--- config.mk ---
export PLATFORM = sky130hd
export DESIGN_NAME = mem_port_arbiter_flat
export DESIGN_NICKNAME = d
export VERILOG_FILES = /design/src/rtl/mem_port_arbiter_if.sv /design/src/rtl/mem_port_arbiter.sv /design/src/flat_wrapper.sv
export SDC_FILE = /design/constraint.sdc
export NUM_CORES = 1
export LEC_CHECK = 0
export BUFFER_PORTS_ARGS = -buffer_cell sky130_fd_sc_hd__clkbuf_2
export CAP_MARGIN = 20
export CORE_ASPECT_RATIO = 0.75
export CORE_MARGIN = 4
export CORE_UTILIZATION = 47
export DETAILED_ROUTE_END_ITERATION = 8
export PLACE_DENSITY = 0.78
export REMOVE_ABC_BUFFERS = 1
export SLEW_MARGIN = 40
export SYNTH_ARGS = -nofsm -noshare
export SYNTH_HDL_FRONTEND = slang
export SYNTH_SLANG_ARGS = --single-unit
--- constraint.sdc ---
create_clock -name clk -period 2.48 [get_ports clk]
set_input_delay 0.248 -clock clk [delete_from_list [all_inputs] [get_ports clk]]
set_output_delay 0.248 -clock clk [all_outputs]
set_load 0.005 [all_outputs]
--- src/rtl/mem_port_arbiter_if.sv ---
// Bus bundle for the shared memory port: fetch requester, data requester,
// memory-side signals and the busy flag. The arbiter connects via the slave
// modport; the environment (requesters plus memory) uses the master modport.
interface mem_port_arbiter_if #(
  parameter int ADDR_W = 16,
  parameter int DATA_W = 16
);
  // fetch requester
  logic              if_req;
  logic [ADDR_W-1:0] if_addr;
  logic              if_gnt;
  logic              if_valid;
  logic [DATA_W-1:0] if_rdata;

  // data requester
  logic              dm_req;
  logic              dm_we;
  logic [ADDR_W-1:0] dm_addr;
  logic [DATA_W-1:0] dm_wdata;
  logic              dm_gnt;
  logic              dm_valid;
  logic [DATA_W-1:0] dm_rdata;

  // memory port
  logic              mem_en;
  logic              mem_we;
  logic [ADDR_W-1:0] mem_addr;
  logic [DATA_W-1:0] mem_wdata;
  logic [DATA_W-1:0] mem_rdata;

  logic              busy;

  modport slave (
    input  if_req, if_addr,
    input  dm_req, dm_we, dm_addr, dm_wdata,
    input  mem_rdata,
    output if_gnt, if_valid, if_rdata,
    output dm_gnt, dm_valid, dm_rdata,
    output mem_en, mem_we, mem_addr, mem_wdata,
    output busy
  );

  modport master (
    output if_req, if_addr,
    output dm_req, dm_we, dm_addr, dm_wdata,
    output mem_rdata,
    input  if_gnt, if_valid, if_rdata,
    input  dm_gnt, dm_valid, dm_rdata,
    input  mem_en, mem_we, mem_addr, mem_wdata,
    input  busy
  );
endinterface

--- src/rtl/mem_port_arbiter.sv ---
// Arbiter for the single memory port shared by instruction fetch (IF) and
// data access (DM). Each access runs for MEM_LAT cycles, then the owner gets
// a one-cycle valid pulse. DM wins ties, but only MAX_DM_STREAK times in a row
// while IF is waiting, so fetch can never starve.
//
//   state     | meaning
//   ----------+---------------------------------------------------------
//   ST_IDLE   | port free; grant decided combinationally from requests
//   ST_ACCESS | memory cycles for captured access; cnt counts down to 0
//   ST_RESP   | owner's valid pulse; returns to idle next cycle
module mem_port_arbiter #(
  parameter int ADDR_W        = 16,
  parameter int DATA_W        = 16,
  parameter int MEM_LAT       = 2,
  parameter int MAX_DM_STREAK = 3
) (
  input  logic              clk,
  input  logic              rst,
  mem_port_arbiter_if.slave bus
);

  localparam int CNT_W = (MEM_LAT > 1) ? $clog2(MEM_LAT) : 1;
  localparam int STK_W = (MAX_DM_STREAK > 0) ? $clog2(MAX_DM_STREAK + 1) : 1;
  localparam logic [CNT_W-1:0] CNT_LOAD = CNT_W'(MEM_LAT - 1);
  localparam logic [STK_W-1:0] STK_MAX  = STK_W'(MAX_DM_STREAK);

  typedef enum logic [1:0] {
    ST_IDLE   = 2'd0,
    ST_ACCESS = 2'd1,
    ST_RESP   = 2'd2
  } state_t;

  state_t            state_q, state_d;
  logic              grant_if, grant_dm;
  logic              owner_dm_q;
  logic              we_q;
  logic [ADDR_W-1:0] addr_q;
  logic [DATA_W-1:0] wdata_q;
  logic [CNT_W-1:0]  cnt_q;
  logic [STK_W-1:0]  streak_q;
  logic [DATA_W-1:0] if_rdata_q;
  logic [DATA_W-1:0] dm_rdata_q;

  // Grant decision in IDLE; suppressed while rst is high so no pulse leaks out.
  always_comb begin
    grant_if = 1'b0;
    grant_dm = 1'b0;
    if (state_q == ST_IDLE && !rst) begin
      if (bus.dm_req && !(bus.if_req && streak_q == STK_MAX)) begin
        grant_dm = 1'b1;
      end else if (bus.if_req) begin
        grant_if = 1'b1;
      end
    end
  end

  // State register.
  always_ff @(posedge clk or posedge rst) begin
    if (rst) begin
      state_q <= ST_IDLE;
    end else begin
      state_q <= state_d;
    end
  end

  // Next-state logic.
  always_comb begin
    state_d = state_q;
    case (state_q)
      ST_IDLE:   if (grant_if || grant_dm) state_d = ST_ACCESS;
      ST_ACCESS: if (cnt_q == '0)          state_d = ST_RESP;
      ST_RESP:                             state_d = ST_IDLE;
      default:                             state_d = ST_IDLE;
    endcase
  end

  // Capture the granted access, count down its latency, latch read data on the last cycle.
  always_ff @(posedge clk or posedge rst) begin
    if (rst) begin
      owner_dm_q <= 1'b0;
      we_q       <= 1'b0;
      addr_q     <= '0;
      wdata_q    <= '0;
      cnt_q      <= '0;
      if_rdata_q <= '0;
      dm_rdata_q <= '0;
    end else if (grant_if || grant_dm) begin
      owner_dm_q <= grant_dm;
      we_q       <= grant_dm && bus.dm_we;
      addr_q     <= grant_dm ? bus.dm_addr : bus.if_addr;
      wdata_q    <= grant_dm ? bus.dm_wdata : '0;
      cnt_q      <= CNT_LOAD;
    end else if (state_q == ST_ACCESS) begin
      if (cnt_q != '0) begin
        cnt_q <= cnt_q - CNT_W'(1);
      end else if (owner_dm_q) begin
        // Stores leave the last load data visible.
        if (!we_q) dm_rdata_q <= bus.mem_rdata;
      end else begin
        if_rdata_q <= bus.mem_rdata;
      end
    end
  end

  // DM-priority streak: counts DM wins over a waiting IF, saturating at the limit.
  always_ff @(posedge clk or posedge rst) begin
    if (rst) begin
      streak_q <= '0;
    end else if (grant_if) begin
      streak_q <= '0;
    end else if (grant_dm) begin
      if (bus.if_req) begin
        if (streak_q != STK_MAX) streak_q <= streak_q + STK_W'(1);
      end else begin
        streak_q <= '0;
      end
    end
  end

  // Outputs decoded from state; memory bus is driven only during ACCESS.
  always_comb begin
    bus.if_gnt    = grant_if;
    bus.dm_gnt    = grant_dm;
    bus.if_valid  = 1'b0;
    bus.dm_valid  = 1'b0;
    bus.mem_en    = 1'b0;
    bus.mem_we    = 1'b0;
    bus.mem_addr  = '0;
    bus.mem_wdata = '0;
    bus.busy      = 1'b0;
    bus.if_rdata  = if_rdata_q;
    bus.dm_rdata  = dm_rdata_q;
    case (state_q)
      ST_ACCESS: begin
        bus.mem_en    = 1'b1;
        bus.mem_we    = we_q && (cnt_q == CNT_LOAD);
        bus.mem_addr  = addr_q;
        bus.mem_wdata = wdata_q;
        bus.busy      = 1'b1;
      end
      ST_RESP: begin
        bus.if_valid = !owner_dm_q;
        bus.dm_valid = owner_dm_q;
        bus.busy     = 1'b1;
      end
      default: ;
    endcase
  end

endmodule

--- src/flat_wrapper.sv ---
// flat-port wrapper written by rule: the top's interface ports become plain ports
module mem_port_arbiter_flat 
#(
  parameter int ADDR_W        = 16,
  parameter int DATA_W        = 16,
  parameter int MEM_LAT       = 2,
  parameter int MAX_DM_STREAK = 3
)
  (clk, rst, bus_if_req, bus_if_addr, bus_dm_req, bus_dm_we, bus_dm_addr, bus_dm_wdata, bus_mem_rdata, bus_if_gnt, bus_if_valid, bus_if_rdata, bus_dm_gnt, bus_dm_valid, bus_dm_rdata, bus_mem_en, bus_mem_we, bus_mem_addr, bus_mem_wdata, bus_busy);
  mem_port_arbiter_if #(.ADDR_W(ADDR_W), .DATA_W(DATA_W)) bus_i ();
  input  logic clk;
  input  logic rst;
  input wire logic [$bits(bus_i.if_req)-1:0] bus_if_req;
  input wire logic [$bits(bus_i.if_addr)-1:0] bus_if_addr;
  input wire logic [$bits(bus_i.dm_req)-1:0] bus_dm_req;
  input wire logic [$bits(bus_i.dm_we)-1:0] bus_dm_we;
  input wire logic [$bits(bus_i.dm_addr)-1:0] bus_dm_addr;
  input wire logic [$bits(bus_i.dm_wdata)-1:0] bus_dm_wdata;
  input wire logic [$bits(bus_i.mem_rdata)-1:0] bus_mem_rdata;
  output wire logic [$bits(bus_i.if_gnt)-1:0] bus_if_gnt;
  output wire logic [$bits(bus_i.if_valid)-1:0] bus_if_valid;
  output wire logic [$bits(bus_i.if_rdata)-1:0] bus_if_rdata;
  output wire logic [$bits(bus_i.dm_gnt)-1:0] bus_dm_gnt;
  output wire logic [$bits(bus_i.dm_valid)-1:0] bus_dm_valid;
  output wire logic [$bits(bus_i.dm_rdata)-1:0] bus_dm_rdata;
  output wire logic [$bits(bus_i.mem_en)-1:0] bus_mem_en;
  output wire logic [$bits(bus_i.mem_we)-1:0] bus_mem_we;
  output wire logic [$bits(bus_i.mem_addr)-1:0] bus_mem_addr;
  output wire logic [$bits(bus_i.mem_wdata)-1:0] bus_mem_wdata;
  output wire logic [$bits(bus_i.busy)-1:0] bus_busy;
  assign bus_i.if_req = bus_if_req;
  assign bus_i.if_addr = bus_if_addr;
  assign bus_i.dm_req = bus_dm_req;
  assign bus_i.dm_we = bus_dm_we;
  assign bus_i.dm_addr = bus_dm_addr;
  assign bus_i.dm_wdata = bus_dm_wdata;
  assign bus_i.mem_rdata = bus_mem_rdata;
  assign bus_if_gnt = bus_i.if_gnt;
  assign bus_if_valid = bus_i.if_valid;
  assign bus_if_rdata = bus_i.if_rdata;
  assign bus_dm_gnt = bus_i.dm_gnt;
  assign bus_dm_valid = bus_i.dm_valid;
  assign bus_dm_rdata = bus_i.dm_rdata;
  assign bus_mem_en = bus_i.mem_en;
  assign bus_mem_we = bus_i.mem_we;
  assign bus_mem_addr = bus_i.mem_addr;
  assign bus_mem_wdata = bus_i.mem_wdata;
  assign bus_busy = bus_i.busy;
  mem_port_arbiter #(.ADDR_W(ADDR_W), .DATA_W(DATA_W), .MEM_LAT(MEM_LAT), .MAX_DM_STREAK(MAX_DM_STREAK)) u_core (.clk(clk), .rst(rst), .bus(bus_i));
endmodule
; ---- After elaboration in Yosys (flattened, before gate mapping)
; Cells that the tools add are included.
; Widths: inputs -> output; s select.
[totals]
register_bits = 71
in_bits = 69
output_inout_bits = 71
word_cells = 63
[op_classes]
addsub = 2
n_eq_ne = 7
muxes = 24
bitwise = 4
reduce_logical = 17
[ops]
columns = operator, count
row1 = $mux 16, 4
row2 = $mux 1, 13
row3 = $mux 2, 6
row4 = $ne 2x2->1 const B, 3
row5 = $logic_and 1x1->1, 5
row6 = $reduce_and 5->1, 1
row7 = $eq 2x2->1 const B, 2
row8 = $not 1->1, 4
row9 = $pmux 2 s2, 1
row10 = $reduce_and 2->1, 2
row11 = $reduce_and 4->1, 1
row12 = $reduce_bool 2->1, 2
row13 = $logic_not 1->1, 3
row14 = $ne 3x1->1 const B, 1
row15 = $add 2x1->2 const B, 1
row16 = $eq 2x1->1 const B, 1
row17 = $logic_not 2->1, 1
row18 = $reduce_or 2->1, 1
row19 = $logic_or 1x1->1, 1
row20 = $sub 1x1->1 const B, 1

; ---- Logic depth before layout (Yosys ltp)
; Gate-level depths: netlist of run 1.
[logic_depth]
word_depth = 9
ltp_mapped = 8
depth_no_buf = 7

; ---- Worst setup path after synthesis of run 1
; OpenSTA, ideal clock, no wires.
[synth_timing]
path_kind = register to register
startpoint = register u_core.state_q[1]
endpoint = register u_core.if_rdata_q[10] (netlist: u_core.bus.if_rdata[10])
setup_ns = 0.125
arrival_time_ns = 1.623
required_ns = 2.355
setup_slack_ns = 0.732
stages_incl_launch_ff = 7
path_buffers = 2
synth_period_minus_slack_ns = 1.748
path_cell_list = dfrtp_1 -> inv_1 -> ha_1 -> buf_6 -> nor3b_4 -> buf_8 -> mux2_2
[synth_via]
elab_chain_cells = 6
elab_cells_between_ends = 8
classes_between = eq/ne (1) / mux (2) / bitwise (1) / reduce/logical (4)
[synth_rtl]
columns = item, line
row1 = start: declaration, mem_port_arbiter.sv:33  ; state_t state_q, state_d;
row2 = start signal: assignment, mem_port_arbiter.sv:62  ; state_q <= state_d;
row3 = $logic_not 2->1, mem_port_arbiter.sv:48  ; if (state_q == ST_IDLE && !rst) begin
row4 = $logic_and 1x1->1, mem_port_arbiter.sv:48
row5 = $mux 1, mem_port_arbiter.sv:48
row6 = $logic_or 1x1->1, mem_port_arbiter.sv:87  ; end else if (grant_if || grant_dm) begin
row7 = $not 1->1 (no line), -
row8 = $reduce_and 4->1 (no line) *, -
row9 = end signal: assignment, mem_port_arbiter.sv:100  ; if_rdata_q <= bus.mem_rdata;
row10 = end: declaration, mem_port_arbiter.sv:41  ; logic [DATA_W-1:0] if_rdata_q;
; Every way passes the cells marked *; elsewhere a longest branch is shown, timed or not.
; A chain may end at the register's enable or synchronous reset.

; ---- Final worst setup path of run 1
[layout_timing]
startpoint = register u_core.state_q[0]
endpoint = output bus_dm_gnt
[layout_via]
elab_chain_cells = 3
[layout_rtl]
columns = item, line
row1 = $logic_not 2->1, mem_port_arbiter.sv:48
row2 = $logic_and 1x1->1, mem_port_arbiter.sv:48
row3 = $mux 1, mem_port_arbiter.sv:48
row4 = end: declaration, flat_wrapper.sv:23  ; output wire logic [$bits(bus_i.dm_gnt)-1:0] bus_dm_gnt;
; No other way between the ends.

==> flow_metrics.env, run 1 <==
export IMPL_yosysUniqueCellTypes=33
export IMPL_grt_pass1_vias=2484
export IMPL_ys_warn_count=0
export IMPL_grt_max_degree=38
export IMPL_syn_avg_cell_area_um2=12.0
export IMPL_period_share_pct=91.4
export IMPL_grtUsageTotal_pct=19.2
export IMPL_cp_data_required_time_ns=2.23
export IMPL_ys_seq_area_share_pct=56.1
export IMPL_synth_area_leaders="dfrtp_1 (56%), mux2_2 (12%), and2_1 (5.9%)"
export IMPL_maxSlewHeadroom_pct=60.0
export IMPL_core_area_um2=6410
export IMPL_io_pins=140
export IMPL_grt_pass1_wl_um=12200
export IMPL_cts_sinks=71
export IMPL_cp_cell_sequence="inv_1 -> ha_1 -> and2b_4 -> nand3_4 -> clkinv_2 -> clkbuf_2"
export IMPL_synth_edf_count=0
export IMPL_synthCells=265
export IMPL_slew_violations=0
export IMPL_vdd_ir_drop_max_uv=718
export IMPL_max_freq_mhz=441
export IMPL_outcome="finished, final reports clean"
export IMPL_worst_slew_pin_transition_ns=0.601
export IMPL_clk_pin_slew_ns=0.07
export IMPL_yosysTopAreaCellShare_pct=56.1
export IMPL_cellPowerDensity_nw_per_um2=1260
export IMPL_yosys_register_bits=71
export IMPL_remaining_drc_errors=0
export IMPL_grt_ovfl_total=0
export IMPL_diodes=0
export IMPL_die_h_um=79.1
export IMPL_crit_slowest_cell="dfrtp_1"
export IMPL_maxCapViolCount=0
export IMPL_post_route_util_pct=65.1
export IMPL_crit_family="buffers and inverters"
export IMPL_cts_tree="built"
export IMPL_start_util_pct=49.4
export IMPL_drive_above_1_share_pct=49.8
export IMPL_crit_path_end_kind="output pin"
export IMPL_crit_arrival_ns=2.02
export IMPL_root_buffer="clkbuf_8"
export IMPL_place_congestion=0.826
export IMPL_ant_nets=0
export IMPL_die_w_um=103
export IMPL_p_leak_nw=2.18
export IMPL_cts_buffers=9
export IMPL_synth_top_area_cell="dfrtp_1"
export IMPL_slowest_delay_ns=0.37
export IMPL_cp_num_buf_inv=3
export IMPL_worstSkewPairLatency_ns=0.34
export IMPL_final_cells=493
export IMPL_dp_final_hpwl_um=5680
export IMPL_hold_viol=0
export IMPL_drtPass1Iterations=4
export IMPL_dieArea_um2=8130
export IMPL_setup_violations_final=0
export IMPL_io_buffers=139
export IMPL_cp_start_kind="flip-flop"
export IMPL_vias=2476
export IMPL_nets=481
export IMPL_htreeDepth=3
export IMPL_critPathMaxFanout=27
export IMPL_fin_skew_ns=0.00753
export IMPL_min_period_ns=2.27
export IMPL_num_rows=25
export IMPL_clk_path_buf_depth=2
export IMPL_synth_ff_type="dfrtp_1"
export IMPL_viasPerCell=5.02
export IMPL_synth_async_reset_ratio_pct=100
export IMPL_routedWlPerCell_um=15.6
export IMPL_drt_first_iter_violations=125
export IMPL_rsz0062_at_grt="no"
export IMPL_post_cts_setup_buffers=0
export IMPL_antenna_found_initial=0
export IMPL_routed_wl_um=7690
export IMPL_syn_area_um2=3170
export IMPL_dp_cells=476
export IMPL_tns_ns=0
export IMPL_path_class="flip-flop to output pin"
export IMPL_area_delta_synth_final_pct=31.8
export IMPL_holdCritPathClass="input port to flip-flop"
where the power goes:
| group | internal [W] | total (W) | switching, W |
|---|---|---|---|
| Sequential | 0.00174 | 0.00207 | 0.000327 |
| Clock | 0.000769 | 0.00119 | 0.000422 |
| Combinational | 0.00109 | 0.00199 | 0.000901 |
flip-flops by register name (all words and copies together) (netlist names):
name / count
u_core.bus.if_rdata: 16
u_core.wdata_q: 16
u_core.bus.dm_rdata: 16
u_core.streak_q: 2
u_core.cnt_q: 1
u_core.state_q: 2
u_core.owner_dm_q: 1
u_core.we_q: 1
u_core.addr_q: 16
cells by family (layout without fill, tap and decap cells):
family / count (synthesis) / after routing / share of synthesized area [%]
muxes: 33 / 33 / 11.7
and+or+nand+nor: 78 / 78 / 14.1
AOI/OAI and AO/OA: 55 / 55 / 11.4
DFF: 71 / 71 / 56.1
adders and majority gates: 5 / 5 / 1.97
buffers and inverters: 23 / 170 / 4.70
per-stage QoR:
stage	power, W	hold slack, ns	cell area (um^2)	worst slack (ns)
6_report	0.00525	0.116	4180	0.214
5_1_grt	0.00563	0.105	4180	0.0440
4_1_cts	0.00532	0.103	4170	0.116
3_5_place_dp	0.00411	0.302	3900	0.499
3_3_place_gp	0.00402	0.307	3900	0.553
2_1_floorplan	0.00319	0.369	3050	-0.279
tightest hold or removal path, stage by stage:
cell and delay, ns:
clkbuf_2 0.07, a222oi_1 0.05, inv_1 0.05
cell type report:
type,count,area [um^2]
repair buffers,147,758
flip-flops and latches,71,1780
clock inverters,6,133
clock buffers,10,128
fillers,510,2240
inverters,7,27.5
multi-input cells,171,1250
well taps,81,101
synthesized netlist by cell type, drive strengths merged, types with 2 or more instances:
library cell,instances
and2,33
nand2,21
a22o,17
a222oi,2
and3,2
a21oi,30
dfrtp,71
o21ai,3
clkbuf,4
buf,12
mux2,33
inv,7
and2b,2
ha,5
nor2,14
worst paths after layout:
kind | from | end | slack [ns] | cells after the start
worst max-delay path | u_core.state_q[0] | bus_dm_gnt | 0.21 | 6
worst min-delay path | bus_if_addr[0] | u_core.addr_q[0] | 0.12 | 3
worst max register to register | u_core.state_q[0] | u_core.addr_q[1] | 0.43 | 7
worst min register to register | u_core.streak_q[1] | u_core.streak_q[1] | 0.49 | 2
max in group asynchronous | rst | u_core.wdata_q[14] | 1.27 | 4
min in group asynchronous | rst | u_core.addr_q[3] | 0.49 | 3
what timing repair did:
action | in CTS | in global routing
hold buffers | 1 | 0
endpoints found under the hold margin | 22 | 0
gates resized for setup | 0 | 1
endpoints found under the setup margin | 0 | 1
cells in the final DEF (no fill, tap or decap), drive strengths merged:
cell and n:
clkbuf 149, nand4b 1, mux2 33, and3 2
and2b 2, a222oi 2, bufinv 4, nand2b 1
a21oi 30, a22o 17, nand3 1, nor4bb 1
nand3b 1, and2 33, dlygate4sd3 1, buf 7
dfrtp 71, inv 6, o21ai 3, nor2 14
a22oi 1, ha 5, nor3b 1, clkinvlp 1
a21o 1, nand2 21, o21a 1, clkinv 2
layer usage:
layer | vias up | global-route usage, % | routed length, um
met5 | - | 0 | 0
met2 | 79 | 30.7 | 3810
li1 | 1195 | - | -
met3 | 11 | 5.00 | 465
met1 | 1191 | 25.9 | 3320
met4 | 0 | 5.56 | 96
No activity file was read; power rests on OpenSTA's default activity.
==> run 2: changes to the inputs <==
- CORE_ASPECT_RATIO: 0.75 -> default
==> run 2 against run 1 <==
Total power down 5.4%. Clock power is 24% lower. Largest power group unchanged. Non-clock buffer count is 1 lower. Critical path depth unchanged. Clock skew increased by 0.0013 ns. Critical path type unchanged. Highest routed layer unchanged. Via count up 1.6%.
==> flow_metrics.env, run 2 (same netlist as run 1, synthesis figures left out) <==
export IMPL_cts_buffers=9
export IMPL_die_h_um=90.1
export IMPL_post_route_util_pct=63.5
export IMPL_slew_violations=0
export IMPL_dp_cells=471
export IMPL_combinationalPowerShare_pct=40.0
export IMPL_maxCapViolCount=0
export IMPL_nets=480
export IMPL_vias=2515
export IMPL_cellPowerDensity_nw_per_um2=1210
export IMPL_cp_cell_sequence="inv_1 -> ha_1 -> and2b_4 -> nand3_4 -> inv_4 -> clkbuf_2"
export IMPL_min_period_ns=2.31
export IMPL_rsz0062_at_grt="no"
export IMPL_path_class="flip-flop to output pin"
export IMPL_vdd_ir_drop_max_uv=561
export IMPL_place_area_um2=3890
export IMPL_cp_data_required_time_ns=2.23
export IMPL_outcome="finished, final reports clean"
export IMPL_grt_ovfl_total=0
export IMPL_viasPerCell=5.15
export IMPL_critPathMaxFanout=34
export IMPL_seq_area_um2=1780
export IMPL_start_util_pct=49.1
export IMPL_drive_above_1_share_pct=49.9
export IMPL_whs_ns=0.120
export IMPL_cp_start_kind="flip-flop"
export IMPL_crit_slowest_cell="dfrtp_1"
export IMPL_antenna_found_initial=0
export IMPL_remaining_drc_errors=0
export IMPL_max_freq_mhz=434
export IMPL_drt_first_iter_violations=94
export IMPL_tns_ns=0
export IMPL_io_pins=140
export IMPL_maxSlewHeadroom_pct=50.8
export IMPL_cts_tree="built"
export IMPL_area_delta_synth_final_pct=29.5
export IMPL_crit_path_end_kind="output pin"
export IMPL_period_share_pct=93.0
export IMPL_cp_num_buf_inv=3
export IMPL_worstSkewPairLatency_ns=0.34
export IMPL_p_clk_share_pct=18.3
export IMPL_clk_path_buf_depth=2
export IMPL_grt_pass1_wl_um=12600
export IMPL_crit_family="buffers and inverters"
export IMPL_final_common_cell="clkbuf_2"
export IMPL_holdCritPathClass="input port to flip-flop"
export IMPL_die_w_um=90.1
export IMPL_ant_nets=0
export IMPL_fillers=524
export IMPL_htreeDepth=3
export IMPL_io_buffers=139
export IMPL_switching_share_pct=33.7
export IMPL_dieArea_um2=8120
export IMPL_multi_input_area_um2=1250
export IMPL_cts_sinks=71
export IMPL_setup_violations_final=0
export IMPL_p_leak_nw=2.15
export IMPL_hold_viol=0
export IMPL_switching_power_w=0.00167
export IMPL_fin_skew_ns=0.00880
export IMPL_place_congestion=0.788
export IMPL_grt_max_degree=35
export IMPL_intPower_w=0.00329
export IMPL_slowest_delay_ns=0.40
export IMPL_routedWlPerCell_um=15.5
export IMPL_clk_pin_slew_ns=0.08
export IMPL_core_area_um2=6460
export IMPL_stdcell_area_um2=4100
export IMPL_final_cells=488
export IMPL_root_buffer="clkbuf_8"
export IMPL_dp_final_hpwl_um=5430
export IMPL_worst_slew_pin_transition_ns=0.738
export IMPL_most_common_layout_cells="clkbuf_2 (139), dfrtp_1 (71), mux2_2 (33), a21oi_1 (30), and2_1 (30)"
export IMPL_p_seq_share_pct=41.7
export IMPL_diodes=0
export IMPL_grtUsageTotal_pct=19.0
export IMPL_routed_wl_um=7580
export IMPL_num_rows=29
export IMPL_crit_arrival_ns=2.06
export IMPL_grt_pass1_vias=2680
export IMPL_drtPass1Iterations=4
[run 2: layer usage]
layer,GRT usage [%],part of all wire (%),up-vias
li1,-,-,1188
met1,25.2,45,1178
met2,29.0,44,142
met3,5.59,9.4,7
met4,8.04,1.1,0
met5,0,0,-
[run 2: metrics by stage]
stage | power, W | worst slack, ns
after global routing | 0.00534 | 0.0317
after global placement | 0.00403 | 0.450
after detailed placement | 0.00409 | 0.387
final | 0.00497 | 0.175
after floorplan | 0.00319 | -0.279
after CTS | 0.00503 | 0.176
[run 2: final cells by class]
type / count / share of cell area (%)
Tap cell: 77 / 2.35
Sequential cell: 71 / 43.3
Clock buffer: 9 / 3.02
Clock inverter: 7 / 1.80
Multi-Input combinational cell: 171 / 30.5
Inverter: 7 / 0.702
Timing Repair Buffer: 146 / 18.3
[run 2: what timing repair did]
action                     CTS  global route
hold endpoints to repair    22             0
resized for setup            1             0
setup endpoints to repair    1             0
buffers inserted             0             0
hold buffers                 1             0
[run 2: final timing paths]
kind	slack [ns]	endpoint	start	cells after the start
setup / recovery	0.17	bus_dm_gnt	u_core.state_q[1]	6
hold / removal	0.12	u_core.addr_q[0]	bus_if_addr[0]	3
setup reg to reg	0.47	u_core.bus.dm_rdata[1]	u_core.state_q[1]	5
hold reg to reg	0.49	u_core.streak_q[1]	u_core.streak_q[1]	2
max in group asynchronous	1.27	u_core.wdata_q[10]	rst	4
min in group asynchronous	0.50	u_core.addr_q[4]	rst	3
[run 2: power by group through the flow]
stage	combinational [W]	clock (W)	sequential, W
2_1_floorplan	0.00115	0	0.00203
3_3_place_gp	0.00196	0	0.00207
3_5_place_dp	0.00201	0	0.00208
4_1_cts	0.00202	0.000937	0.00207
5_1_grt	0.00221	0.000989	0.00214
6_report	0.00199	0.000909	0.00207
[run 2: tightest hold or removal path, delay by kind of cell]
kind | cells | cell delay, ns
AO/OA/AOI/OAI | 1 | 0.05
buffers and inverters | 2 | 0.13
